File: config.mk
export PLATFORM = sky130hd
export DESIGN_NAME = load_unit
export DESIGN_NICKNAME = d
export VERILOG_FILES = /design/src/rtl/load_pkg.sv /design/src/rtl/load_align.sv /design/src/rtl/load_unit.sv
export SDC_FILE = /design/constraint.sdc
export NUM_CORES = 1
export LEC_CHECK = 0
export BUFFER_PORTS_ARGS = -buffer_cell sky130_fd_sc_hd__buf_2
export CORE_MARGIN = 2
export CORE_UTILIZATION = 40
export CTS_BUF_LIST = sky130_fd_sc_hd__clkbuf_16
export CTS_CLUSTER_SIZE = 24
export DETAILED_ROUTE_END_ITERATION = 10
export GPL_ROUTABILITY_DRIVEN = 0
export GPL_TIMING_DRIVEN = 0
export PLACE_DENSITY = 0.66
export SLEW_MARGIN = 15
export SYNTH_ARGS = -nofsm -noshare
export SYNTH_HDL_FRONTEND = slang
export SYNTH_SLANG_ARGS = --single-unit
File: constraint.sdc
create_clock -name clock -period 6.4 [get_ports clock]
set_clock_uncertainty 0.2 [all_clocks]
set_input_delay 0 -clock clock [delete_from_list [all_inputs] [get_ports clock]]
set_output_delay 0 -clock clock [all_outputs]
set_load 0.02 [all_outputs]
File: src/rtl/load_pkg.sv
// Shared definitions for the load unit: funct3 encodings, FSM states,
// XLEN-dependent offset width and access legality helpers.
package load_pkg;

  localparam logic [2:0] F3_LB  = 3'd0;
  localparam logic [2:0] F3_LH  = 3'd1;
  localparam logic [2:0] F3_LW  = 3'd2;
  localparam logic [2:0] F3_LD  = 3'd3;
  localparam logic [2:0] F3_LBU = 3'd4;
  localparam logic [2:0] F3_LHU = 3'd5;
  localparam logic [2:0] F3_LWU = 3'd6;

  typedef enum logic [1:0] {
    ST_IDLE = 2'd0,
    ST_REQ  = 2'd1,
    ST_WAIT = 2'd2,
    ST_DONE = 2'd3
  } state_t;

  // Number of byte-offset bits inside one aligned XLEN word.
  function automatic int off_width(input int xlen);
    return (xlen == 64) ? 3 : 2;
  endfunction

  // LD and LWU only exist on a 64-bit datapath; encoding 7 never exists.
  function automatic logic funct3_illegal(input logic [2:0] f3, input logic is64);
    case (f3)
      F3_LB, F3_LH, F3_LW, F3_LBU, F3_LHU: funct3_illegal = 1'b0;
      F3_LD, F3_LWU:                       funct3_illegal = !is64;
      default:                             funct3_illegal = 1'b1;
    endcase
  endfunction

  // True when the offset is not a multiple of the access size.
  function automatic logic misaligned(input logic [2:0] f3, input logic [2:0] off);
    case (f3)
      F3_LH, F3_LHU: misaligned = off[0];
      F3_LW, F3_LWU: misaligned = |off[1:0];
      F3_LD:         misaligned = |off;
      default:       misaligned = 1'b0;
    endcase
  endfunction

endpackage

File: src/rtl/load_align.sv
// Combinational lane selection and sign/zero extension of a loaded word.
// Lane indices are truncated to the natural alignment of the access size.
module load_align
  import load_pkg::*;
#(
  parameter int XLEN  = 32,
  parameter int OFF_W = 2
) (
  input  logic [2:0]       funct3,
  input  logic [OFF_W-1:0] off,
  input  logic [XLEN-1:0]  data,
  output logic [XLEN-1:0]  result
);

  logic [OFF_W-1:0]  off_h;
  logic [OFF_W-1:0]  off_w;
  logic signed [7:0]  lane_b;
  logic signed [15:0] lane_h;
  logic signed [31:0] lane_w;

  // Pick the byte/half/word lane and extend it according to the load type.
  always_comb begin
    off_h  = off & ~OFF_W'(1);
    off_w  = off & ~OFF_W'(3);
    lane_b = data[{off, 3'b000} +: 8];
    lane_h = data[{off_h, 3'b000} +: 16];
    lane_w = data[{off_w, 3'b000} +: 32];
    case (funct3)
      F3_LB:   result = XLEN'(lane_b);
      F3_LH:   result = XLEN'(lane_h);
      F3_LW:   result = XLEN'(lane_w);
      F3_LBU:  result = XLEN'($unsigned(lane_b));
      F3_LHU:  result = XLEN'($unsigned(lane_h));
      F3_LWU:  result = XLEN'($unsigned(lane_w));
      F3_LD:   result = data;
      default: result = '0;
    endcase
  end

endmodule

File: src/rtl/load_unit.sv
// Load unit: computes the effective address, issues one aligned memory read,
// then extracts and extends the addressed lane into rd_value.
// Build option: define LOAD_MISALIGN_TRAP_EN to fault misaligned half/word/
// double accesses instead of truncating the lane index.
module load_unit
  import load_pkg::*;
#(
  parameter int XLEN   = 32,
  parameter int ADDR_W = 32
) (
  input  logic              clock,
  input  logic              reset,
  input  logic              load_enable,
  input  logic [2:0]        funct3,
  input  logic [XLEN-1:0]   rs1_value,
  input  logic [XLEN-1:0]   immediate12_itype,
  output logic              mem_req_valid,
  input  logic              mem_req_ready,
  output logic [ADDR_W-1:0] mem_req_address,
  input  logic              mem_rsp_valid,
  input  logic [XLEN-1:0]   mem_rsp_data,
  output logic              busy,
  output logic              done,
  output logic              fault,
  output logic [XLEN-1:0]   rd_value
);

  localparam int OFF_W = off_width(XLEN);

  state_t            state;
  logic [2:0]        f3_q;
  logic [OFF_W-1:0]  off_q;
  logic [XLEN-1:0]   sum;
  logic [ADDR_W-1:0] ea_next;
  logic [OFF_W-1:0]  off_next;
  logic              illegal;
  logic [XLEN-1:0]   lane;

  // Effective address (wraps modulo 2^ADDR_W) and legality of the new request.
  always_comb begin
    sum      = rs1_value + immediate12_itype;
    ea_next  = sum[ADDR_W-1:0];
    off_next = ea_next[OFF_W-1:0];
`ifdef LOAD_MISALIGN_TRAP_EN
    illegal  = funct3_illegal(funct3, (XLEN == 64)) || misaligned(funct3, 3'(off_next));
`else
    illegal  = funct3_illegal(funct3, (XLEN == 64));
`endif
  end

  load_align #(
    .XLEN  (XLEN),
    .OFF_W (OFF_W)
  ) u_align (
    .funct3 (f3_q),
    .off    (off_q),
    .data   (mem_rsp_data),
    .result (lane)
  );

  // Control FSM with all interface outputs registered.
  always_ff @(posedge clock or posedge reset) begin
    if (reset) begin
      state           <= ST_IDLE;
      f3_q            <= 3'd0;
      off_q           <= '0;
      mem_req_valid   <= 1'b0;
      mem_req_address <= '0;
      busy            <= 1'b0;
      done            <= 1'b0;
      fault           <= 1'b0;
      rd_value        <= '0;
    end else begin
      case (state)
        ST_IDLE: begin
          done  <= 1'b0;
          fault <= 1'b0;
          if (load_enable) begin
            f3_q  <= funct3;
            off_q <= off_next;
            busy  <= 1'b1;
            if (illegal) begin
              state    <= ST_DONE;
              done     <= 1'b1;
              fault    <= 1'b1;
              rd_value <= '0;
            end else begin
              state           <= ST_REQ;
              mem_req_valid   <= 1'b1;
              mem_req_address <= {ea_next[ADDR_W-1:OFF_W], {OFF_W{1'b0}}};
            end
          end
        end
        ST_REQ: begin
          if (mem_req_ready) begin
            state         <= ST_WAIT;
            mem_req_valid <= 1'b0;
          end
        end
        ST_WAIT: begin
          if (mem_rsp_valid) begin
            state    <= ST_DONE;
            done     <= 1'b1;
            fault    <= 1'b0;
            rd_value <= lane;
          end
        end
        ST_DONE: begin
          state <= ST_IDLE;
          done  <= 1'b0;
          fault <= 1'b0;
          busy  <= 1'b0;
        end
        default: begin
          state         <= ST_IDLE;
          mem_req_valid <= 1'b0;
          done          <= 1'b0;
          fault         <= 1'b0;
          busy          <= 1'b0;
        end
      endcase
    end
  end

endmodule

==> flow_summary.toml <==
[timing]
setup-violations-final = 0
rsz0062_at_grt = "false"
worstMarginPinSlew_ns = 0.841
slew_headroom = 0.438
fin_setup_tns_ns = 0
fin_crit_ns = 2.89
hold_viol = 1
period_share = 0.452
slew_viol_final = 0
hold_slack_ns = -0.000725
max_freq_mhz = 346

[clocking]
numCtsBuffers = 9
cts.sinks = 73
cts_tree = "yes"
cts_root_buffer = "clkbuf_16"
clk_latency_ns = 0.34
cts_setup_buffers = 0
hold_buffers = 58
cts_buffer_depth = 2
cts.repair.resized = 0
path_clk_slew_ns = 0.06
htreeDepth = 3

[logic_synthesis]
ys_seq_area_frac = 0.354
yosysWarnings = 0
netlist_area_sq_um = 5160
ys.flop_type = "dfrtp_1"
synth_cell_types = 62
syn_avg_cell_area_sq_um = 8.46
ys_ff_latch = 73
async_flop_share = 1.00
synthCells = 610
synth_edf_count = 0

[status]
violations = "hold timing"
status = "finished with violations"

[global_routing]
track_usage = 0.239
grt_use_met1 = 0.280
grt_max_degree = 43
grt_pass1_vias = 5655
top_usage_layer = "met2"
grtUsageMet3 = 0.0470
met2_usage = 0.435
grt_antenna_before_repair = 0
grt.overflow.total = 0
grt_pass1_wl_um = 27200

[setup_path]
worstPathArrival_ns = 2.94
cp-endpoint = "mem_req_address[30]$_DFFE_PP0P_"
cp-start-kind = "input port"
r2r_cells = 6
crit_path_end_kind = "flop"
r2r_start = "off_q[1]$_DFFE_PP0P_"
required_ns = 6.45
rrSetupSlack_ns = 3.62
startpoint = "immediate12_itype[0]"
worstSetupPathType = "in2reg"
cp_max_fo = 3
rr_endpoint = "rd_value[11]$_DFFE_PP0P_"

[flow_run]
drv_cap = 0

[routing]
avgViaCountPerCell = 5.46
drt_iter0_drc = 458
routed_wl_um = 16400
route.vias.total = 5610
routedWlPerCell_um = 16.0
drc = 0
dr.pass1.iters = 6
ant_nets = 0

[power]
vdd_ir_drop_max_mv = 0.136
cellPowerDensity_nw_per_um2 = 381
power.total_uw = 2720
leakage_uw = 0.00348

[final_layout]
final_cells = 1027
fin_util = 0.565
n_antenna_cell = 0
drive_gt1_frac = 0.261
nNetsFinal = 991
fillerInstances = 1169
syn2layout_area_growth_pct = 38.2

[placed_design]
port_buffers = 169
place_hpwl_um = 12200
dpl.cell_count = 953

[die]
pin_count = 172
fp.dieArea_sq_um = 13800
coreArea_sq_um = 12600
row_count = 41
die_w_um = 118
die_y_um = 118
start_util = 0.409

[min_path]
whs_path_depth = 4
min_path_type = "in2reg"
==> layout make-up <==
cell class | instances | area (sq um) | share of cell area
buffer | 37 | 165 | 0.0232
clock buffer | 9 | 225 | 0.0316
clock inverter | 7 | 80.1 | 0.0112
inverter | 8 | 32.5 | 0.00456
multi-input combinational | 493 | 3140 | 0.440
sequential | 73 | 1830 | 0.256
tap | 172 | 215 | 0.0302
timing repair buffer | 228 | 1450 | 0.203
==> power breakdown <==
group	switching, uW	total (uW)	internal, uW
clock	208	513	305
sequential	122	776	653
combinational	886	1430	542
==> through the flow <==
step / setup slack (ns) / instance area (sq um) / hold slack [ns]
after global routing: 3.37 / 7130 / 0.0323
after detailed placement: 3.64 / 6250 / -0.155
after CTS: 3.54 / 7130 / 0.000523
final: 3.51 / 7130 / -0.000725
after floorplan: 4.18 / 5160 / -0.0494
after global placement: 3.37 / 6220 / 0.0697
==> worst min path at each step <==
stage / slack (ns) / start / endpoint
after floorplan: -0.05 / funct3[0] / f3_q[0]$_DFFE_PP0P_
after global placement: 0.07 / funct3[2] / f3_q[2]$_DFFE_PP0P_
after detailed placement: -0.15 / reset / rd_value[4]$_DFFE_PP0P_
after CTS: 0.0005 / immediate12_itype[2] / mem_req_address[2]$_DFFE_PP0P_
after global routing: 0.03 / immediate12_itype[30] / mem_req_address[30]$_DFFE_PP0P_
final: -0.0007 / immediate12_itype[30] / mem_req_address[30]$_DFFE_PP0P_
==> critical path, stage by stage <==
cell	delay, ns
dlygate4sd3_1	0.53
buf_2	0.12
ha_1	0.21
fa_1	0.45
a211oi_2	0.33
o211ai_1	0.19
a31oi_2	0.27
o22ai_1	0.20
o21a_1	0.24
o21a_1	0.19
o31ai_1	0.21
==> cells in the final DEF, fill, tap and decap left out, types with 3 or more instances in the layout <==
cell,instances
and2_1,3
o21bai_1,5
o211ai_1,5
clkbuf_16,9
a31oi_1,11
nand3_1,18
xor2_1,13
a21oi_1,51
a211oi_1,7
o21a_1,6
mux2_2,7
o21ai_0,59
dfrtp_1,73
mux2i_1,9
clkbuf_1,24
inv_1,7
nor3_1,9
nand2_1,95
dlygate4sd3_1,58
buf_2,177
a21oi_2,3
nor3_2,3
nor2_1,45
xnor2_1,11
nand4_1,11
a221oi_1,8
nor2b_1,5
a21o_1,21
ha_1,36
clkinv_4,3
o21ai_1,13
==> logic make-up after synthesis <==
group	count (synthesis)	synth area share
xor gates and xnor gates	24	0.0407
buffers and inverters	45	0.0378
other	1	0.000727
and+or+nand+nor	203	0.177
muxes	17	0.0371
DFF	73	0.354
adders and majority gates	37	0.0912
AOI/OAI and AO/OA	210	0.261
==> flip-flops by register name (all words and copies together) (netlist names) <==
register / flops
rd_value: 32
mem_req_address: 30
f3_q: 3
off_q: 2
state: 2
busy: 1
done: 1
fault: 1
mem_req_valid: 1
==> per-layer routing <==
layer	share of wire	vias to the layer above
met4	0.025	0
met2	0.51	248
li1	-	2684
met5	0	-
met1	0.40	2633
met3	0.062	45
==> Yosys cell counts, types with 13 or more instances <==
cell | n | area [sq um]
o21ai_1 | 13 | 65.1
ha_1 | 36 | 450
o21ai_0 | 59 | 295
nand3_1 | 18 | 90.1
xor2_1 | 13 | 114
a21o_1 | 21 | 158
nor2_1 | 45 | 169
nand2_1 | 95 | 357
dfrtp_1 | 73 | 1830
a21oi_1 | 51 | 255
clkbuf_1 | 24 | 90.1
Note: power is estimated with default switching activity, not from simulation.
